$ cat config.mk
export PLATFORM = sky130hd
export DESIGN_NAME = dff_bank_arb
export DESIGN_NICKNAME = d
export VERILOG_FILES = /design/src/rtl/dff_bank_arb_pkg.sv /design/src/rtl/dff_bank_arb_bank.sv /design/src/rtl/dff_bank_arb.sv
export SDC_FILE = /design/constraint.sdc
export NUM_CORES = 1
export LEC_CHECK = 0
export ABC_AREA = 0
export BUFFER_PORTS_ARGS = -buffer_cell sky130_fd_sc_hd__buf_2
export CAP_MARGIN = 10
export CORE_MARGIN = 2
export CORE_UTILIZATION = 50
export CTS_BUF_LIST = sky130_fd_sc_hd__clkbuf_4
export DETAILED_ROUTE_END_ITERATION = 10
export PLACE_DENSITY = 0.85
export SETUP_SLACK_MARGIN = 0.15
export SLEW_MARGIN = 10
export SYNTH_ARGS = -nofsm -noshare
export SYNTH_HDL_FRONTEND = slang
export SYNTH_SLANG_ARGS = --single-unit
export TNS_END_PERCENT = 10
$ cat constraint.sdc
create_clock -name clk -period 3.73 [get_ports clk]
set_input_delay 0.746 -clock clk [delete_from_list [all_inputs] [get_ports clk]]
set_output_delay 0.746 -clock clk [all_outputs]
set_load 0.005 [all_outputs]
$ cat src/rtl/dff_bank_arb_pkg.sv
// Shared definitions for the dff_bank_arb write arbiter: FSM state encodings
// and default parameter values.
package dff_bank_arb_pkg;

    localparam int unsigned DEF_WIDTH    = 8;
    localparam int unsigned DEF_NREQ     = 4;
    localparam int unsigned DEF_MAX_HOLD = 4;

    typedef enum logic [1:0] {
        ST_IDLE    = 2'd0,
        ST_GRANT   = 2'd1,
        ST_RELEASE = 2'd2
    } state_e;

endpackage

$ cat src/rtl/dff_bank_arb_bank.sv
// dff2 storage cell and the WIDTH-bit register bank built from it; dff2 has no
// enable, so each bit recirculates its own q through a hold mux on idle cycles.
module dff2 (
    input  logic clk,
    input  logic rst,
    input  logic d,
    output logic q,
    output logic qn
);

    logic q_q;

    always_ff @(posedge clk or posedge rst) begin
        if (rst) begin
            q_q <= 1'b0;
        end else begin
            q_q <= d;
        end
    end

    assign q  = q_q;
    assign qn = ~q_q;

endmodule

module dff_bank
    import dff_bank_arb_pkg::*;
#(
    parameter int unsigned WIDTH = DEF_WIDTH
) (
    input  logic             clk,
    input  logic             rst,
    input  logic             we,
    input  logic [WIDTH-1:0] d,
    output logic [WIDTH-1:0] q,
    output logic [WIDTH-1:0] qn
);

    for (genvar i = 0; i < WIDTH; i++) begin : g_bit
        logic d_hold;

        assign d_hold = we ? d[i] : q[i];

        dff2 u_cell (
            .clk (clk),
            .rst (rst),
            .d   (d_hold),
            .q   (q[i]),
            .qn  (qn[i])
        );
    end

endmodule

$ cat src/rtl/dff_bank_arb.sv
// Round-robin write arbiter for a shared dff2 register bank: one owner at a
// time, bursts capped at MAX_HOLD writes, ownership rotates after each grant.
module dff_bank_arb
    import dff_bank_arb_pkg::*;
#(
    parameter int unsigned WIDTH    = DEF_WIDTH,
    parameter int unsigned NREQ     = DEF_NREQ,
    parameter int unsigned MAX_HOLD = DEF_MAX_HOLD
) (
    input  logic                      clk,
    input  logic                      rst,
    input  logic [NREQ-1:0]           req,
    input  logic [NREQ-1:0]           last,
    input  logic [NREQ*WIDTH-1:0]     wdata,
    output logic [NREQ-1:0]           gnt,
    output logic [$clog2(NREQ)-1:0]   owner,
    output logic                      busy,
    output logic [WIDTH-1:0]          bank_q,
    output logic [WIDTH-1:0]          bank_qn
);

    localparam int unsigned PW = $clog2(NREQ);
    localparam int unsigned CW = $clog2(MAX_HOLD + 1);

    state_e           state_q;
    logic [NREQ-1:0]  gnt_q;
    logic [PW-1:0]    owner_q;
    logic [PW-1:0]    ptr_q;
    logic [CW-1:0]    cnt_q;

    logic [PW-1:0]    sel_d;
    logic             found_d;
    logic [PW-1:0]    cand;
    logic [CW-1:0]    cnt_inc;
    logic             we;
    logic [WIDTH-1:0] wsel;

    // NREQ is a power of two, so PW-bit addition wraps the search naturally.
    always_comb begin
        sel_d   = '0;
        found_d = 1'b0;
        cand    = '0;
        for (int unsigned k = 0; k < NREQ; k++) begin
            cand = ptr_q + PW'(k);
            if (!found_d && req[cand]) begin
                sel_d   = cand;
                found_d = 1'b1;
            end
        end
    end

    assign we      = (state_q == ST_GRANT) && req[owner_q];
    assign cnt_inc = cnt_q + CW'(1);
    assign wsel    = wdata[owner_q*WIDTH +: WIDTH];

    always_ff @(posedge clk or posedge rst) begin
        if (rst) begin
            state_q <= ST_IDLE;
            gnt_q   <= '0;
            owner_q <= '0;
            ptr_q   <= '0;
            cnt_q   <= '0;
        end else begin
            case (state_q)
                ST_IDLE: begin
                    if (found_d) begin
                        owner_q <= sel_d;
                        gnt_q   <= NREQ'(1) << sel_d;
                        cnt_q   <= '0;
                        state_q <= ST_GRANT;
                    end
                end
                ST_GRANT: begin
                    if (req[owner_q]) begin
                        cnt_q <= cnt_inc;
                        if (last[owner_q] || (cnt_inc == CW'(MAX_HOLD))) begin
                            gnt_q   <= '0;
                            state_q <= ST_RELEASE;
                        end
                    end else begin
                        gnt_q   <= '0;
                        state_q <= ST_RELEASE;
                    end
                end
                ST_RELEASE: begin
                    ptr_q   <= owner_q + PW'(1);
                    state_q <= ST_IDLE;
                end
                default: begin
                    gnt_q   <= '0;
                    state_q <= ST_IDLE;
                end
            endcase
        end
    end

    assign gnt   = gnt_q;
    assign owner = owner_q;
    assign busy  = (state_q != ST_IDLE);

    dff_bank #(
        .WIDTH (WIDTH)
    ) u_bank (
        .clk (clk),
        .rst (rst),
        .we  (we),
        .d   (wsel),
        .q   (bank_q),
        .qn  (bank_qn)
    );

endmodule

# == Yosys cells after proc, flatten, opt, wreduce, memory -nomap -nowiden ==
# Cells that the tools add are included.
# word_totals
regBits,21
word_cells,86
# op_classes
add_sub_neg,5
order_cmp,5
n_eq_ne,6
n_shift,2
n_mux,31
bitwise_logic,9
reduce_logical,15
# op_table
cell,n
variable part select 32 x 6 -> 8 bit,1
less-than comparator 2 x 3 -> 1 bit (second input constant),5
two-way mux 2 bit,7
binary-select mux 1 bit (select 2 bit),6
two-way mux 4 bit,3
case mux 4 bit (3 select lines),1
two-way mux 1 bit,10
inverter 1 bit,9
two-way mux 3 bit,2
case mux 3 bit (2 select lines),1
AND reduction 3 bit,2
adder 2 x 1 -> 2 bit (second input constant),2
adder 2 bit (second input constant),2
logical AND 1 bit,4
case mux 2 bit (2 select lines),1
AND reduction 2 bit,2
nonzero test 2 bit,2
<< shifter 1 x 2 -> 4 bit (first input constant),1
adder 3 x 1 -> 3 bit (second input constant),1
== test 3 bit (second input constant),1
logical NOT 1 bit,3
!= test 3 x 2 -> 1 bit (second input constant),1
== test 2 x 1 -> 1 bit (second input constant),1
== test 2 bit (second input constant),1
4 further kinds,4

# == Longest topological paths before layout ==
# depth
ltp_word,15
depth_mapped,5
ltp_nobuf,5

# == Hierarchy ==
# From an unflattened synthesis, not the netlist that was laid out.
# unflattened
hier_cells,113
area_unflattened_um2,1308.8
# by_module_without_submodules
mod,n_inst,cells_per_inst,area_each_um2
dff_bank_arb,1,80,917.1
dff2,8,3,32.5
dff_bank,1,9,131.4

# == Least setup slack after synthesis ==
# No wires, ideal clock.
# synth_path
kind,input to register
from,in req[3]
to,reg u_bank.g_bit[3].u_cell.q_q
arrival_ns,1.851
t_required_ns,3.603
path_slack_ns,1.752
stages,4
path_buffers,1
path_cell_list,mux4_2 -> nand3b_4 -> buf_4 -> mux2_1
# synth_between
elab_chain_cells,3
# synth_lines
item,line_no,rtl
"start, declared",dff_bank_arb.sv:12,"input logic [NREQ-1:0] req,"
binary-select mux 1 bit (select 2 bit),dff_bank_arb.sv:52,assign we = (state_q == ST_GRANT) && req[owner_q];
two-way mux 1 bit (not written as such),dff_bank_arb.sv:52,
logical AND 1 bit,dff_bank_arb.sv:52,
"end signal, assigned",dff_bank_arb_bank.sv:15,q_q <= 1'b0;
"end signal, assigned",dff_bank_arb_bank.sv:17,q_q <= d;
"end, declared",dff_bank_arb_bank.sv:11,logic q_q;
# Every way passes these cells. The select of a mux whose other input is x is not followed.
# A chain may end at the register's enable or synchronous reset.

# == Final worst setup path ==
# layout_path
from,"reg owner_q[0], in the netlist owner[0]"
to,"reg gnt_q[1], in the netlist gnt[1]"
# layout_between
elab_chain_cells,5
word_cells_on_any_way,9
cone_classes,eq/ne (1); mux (6); reduce/logical (2)
# layout_lines
item,line_no,rtl
"start, declared",dff_bank_arb.sv:27,logic [PW-1:0] owner_q;
"start signal, assigned",dff_bank_arb.sv:67,owner_q <= sel_d;
binary-select mux 1 bit (select 2 bit),dff_bank_arb.sv:76,if (last[owner_q] || (cnt_inc == CW'(MAX_HOLD))) begin
two-way mux 1 bit (not written as such),dff_bank_arb.sv:76,
logical OR 1 bit,dff_bank_arb.sv:76,
!= test 3 x 2 -> 1 bit (no line),n/a,
AND reduction 3 bit (no line),n/a,
"end signal, assigned",dff_bank_arb.sv:68,gnt_q <= NREQ'(1) << sel_d;
"end, declared",dff_bank_arb.sv:26,logic [NREQ-1:0] gnt_q;
# Several ways; a longest one is shown, not always the timed one. The select of a mux whose other input is x is not followed.

==> results.py <==
metrics = {
    "final_layout": {
        "final_cells": 196,
        "final_cell_mix": "64 x buf_2, 21 x dfrtp_1, 11 x inv_1, 9 x mux4_2",
        "nets": 210,
        "syn2layout_area_growth_pct": 17.7,
        "layout-drive-gt1-share": 0.503,
        "diodes": 0,
        "final_common_cell": "buf_2",
        "nFillCells": 215,
    },
    "clock_tree": {
        "htreeDepth": 1,
        "cts.repair.resized": 0,
        "clk_path_buf_depth": 2,
        "postCtsSetupBuffers": 0,
        "clock_latency_ps": 300,
        "clk_pin_slew_ps": 110,
        "cts_num_sinks": 21,
        "holdBufCountCts": 0,
        "cts_buffers": 3,
        "cts-root-buf": "clkbuf_4",
        "cts_tree": "yes",
    },
    "yosys": {
        "synth_edf_count": 0,
        "synthCells": 118,
        "synth_area_um2": 1380,
        "synth-main-ff-cell": "dfrtp_1",
        "syn-num-nets": 162,
        "yosysSeqAreaShare": 0.381,
        "ys_async_sr_fraction": 1.00,
        "yosysUniqueCellTypes": 35,
        "synth_area_leader_cell": "dfrtp_1",
        "ys.warnings.count": 0,
        "ys_seq_elements": 21,
        "synth_top_area_frac": 0.381,
        "synthTopCellsByArea": "dfrtp_1 38%, mux4_2 15%, buf_4 9.3%",
        "syn_avg_cell_area_um2": 11.7,
    },
    "critical_path": {
        "slowest_delay_ps": 810,
        "r2r_slack_ps": 1560,
        "cp_cell_sequence": "mux4_2 > nand3b_4 > o32ai_4 > a22o_1",
        "cp.required_ps": 3920,
        "critPathMaxFanout": 17,
        "worstSetupEndpointType": "flip-flop",
        "cp.arrival_ps": 2360,
        "critical_path_class": "flip-flop to flip-flop",
        "cp-start-kind": "flip-flop",
        "cp_slowest_cell": "dfrtp_1",
    },
    "sta": {
        "rsz0062_at_grt": "no",
        "worst_pin_slew_ps": 771,
        "max_clock_freq_mhz": 461,
        "slew_violations": 0,
        "finalCriticalPeriod_ps": 2170,
        "setup_viol": 0,
        "fin_tns_setup_ps": 0,
        "final.period_utilization": 0.582,
        "final-hold-violation-count": 0,
        "skew_ps": 1.97,
        "relSlewSlack": 0.486,
    },
    "detailed_routing": {
        "num_vias": 1061,
        "viasPerCell": 5.41,
        "drt-total-wl_um": 2730,
        "firstDrtPassIters": 2,
        "ant_nets": 0,
        "drt-initial-drc-count": 14,
        "drc": 0,
        "wl_per_cell_um": 13.9,
    },
    "power_and_ir_drop": {
        "power_leakage_uw": 0.000824,
        "power_density_nw_per_um2": 712,
        "peakVddDrop_mv": 0.446,
    },
    "die": {
        "die_w_um": 56.5,
        "core_um2": 2690,
        "start_util": 0.513,
        "io_pins": 65,
        "chipHeight_um": 56.5,
        "die-area_um2": 3190,
        "rows": 19,
    },
    "global_route": {
        "grt_max_degree": 22,
        "grt_first_pass_wirelength_um": 4620,
        "track_usage": 0.186,
        "antenna_found_initial": 0,
        "grt-ovfl-total": 0,
        "grt_pass1_vias": 1092,
    },
    "place": {
        "port_buffers": 64,
        "dp_cells": 192,
        "hpwl_um": 2220,
        "gp_congestion": 0.764,
    },
    "flow_run": {
        "maxCapViolCount": 0,
    },
    "hold_path": {
        "hold_path_class": "flip-flop to flip-flop",
    },
    "status": {
        "status": "complete, no violations",
    },
}
## registers in the layout, summed over array words and instances, names as in the netlist
signal,count
cnt_q,3
gnt,4
owner,2
ptr_q,2
state_q,2
u_bank.g_bit.u_cell.q,8
## synth_stat cells, types with 4 or more instances
cell type and instances:
mux2_2 4, a21oi_1 5, nand2_1 5, buf_4 17, dfrtp_1 21, nand2b_1 5
mux4_2 9, mux2_1 4, inv_1 11
## metal layers
metal  up-vias  global-route usage  part of all wire
met1       499               0.212              0.40
met3         6              0.0392             0.082
li1        506                   -                 -
met5         -                   0                 0
met2        50               0.331              0.50
met4         0              0.0816             0.017
## final timing paths
| check | to | cells after the start | from |
|---|---|---|---|
| hold / removal | state_q[1] | 1 | state_q[1] |
| setup reg to reg | gnt[1] | 4 | owner[0] |
| min in group asynchronous | u_bank.g_bit[7].u_cell.q | 2 | rst |
| setup / recovery | gnt[1] | 4 | owner[0] |
| hold reg to reg | state_q[1] | 1 | state_q[1] |
| max in group asynchronous | owner[1] | 2 | rst |
## worst max-delay path: cells and delay by family, from the launching register on
family	cells	cell delay [ps]
compound gates	2	400
flops	1	810
mux	1	630
simple gates	1	230
## metrics by stage
step | utilization | power (µW) | instance area, µm² | worst slack (ps) | hold WS (ps)
2_1_floorplan | - | 972 | 1380 | 1750 | 468
3_3_place_gp | 0.592 | 1030 | 1590 | 1590 | 479
3_5_place_dp | 0.592 | 1060 | 1590 | 1510 | 491
4_1_cts | 0.604 | 1180 | 1620 | 1500 | 519
5_1_grt | 0.604 | 1250 | 1620 | 1390 | 549
6_report | 0.604 | 1160 | 1620 | 1560 | 517
## layout make-up
class	instances	area (µm²)	area share
inverter	11	41.3	0.0255
multi-input combinational	65	666	0.410
clock buffer	4	30.0	0.0185
timing repair buffer	64	320	0.198
tap	31	38.8	0.0239
sequential	21	526	0.324
## cell families after synthesis
logic type | Yosys count | share of synthesized area
fa+ha+maj | 2 | 0.0182
buf+inv | 32 | 0.135
flops | 21 | 0.381
mux | 20 | 0.246
simple gates | 19 | 0.0827
xor+xnor | 1 | 0.00636
compound gates | 23 | 0.130
## power breakdown
group,total (µW),internal [µW],switching [µW]
sequential,469,330,140
combinational,573,341,232
clock,113,48.9,64.1
Power figures use the tool's default switching activity.
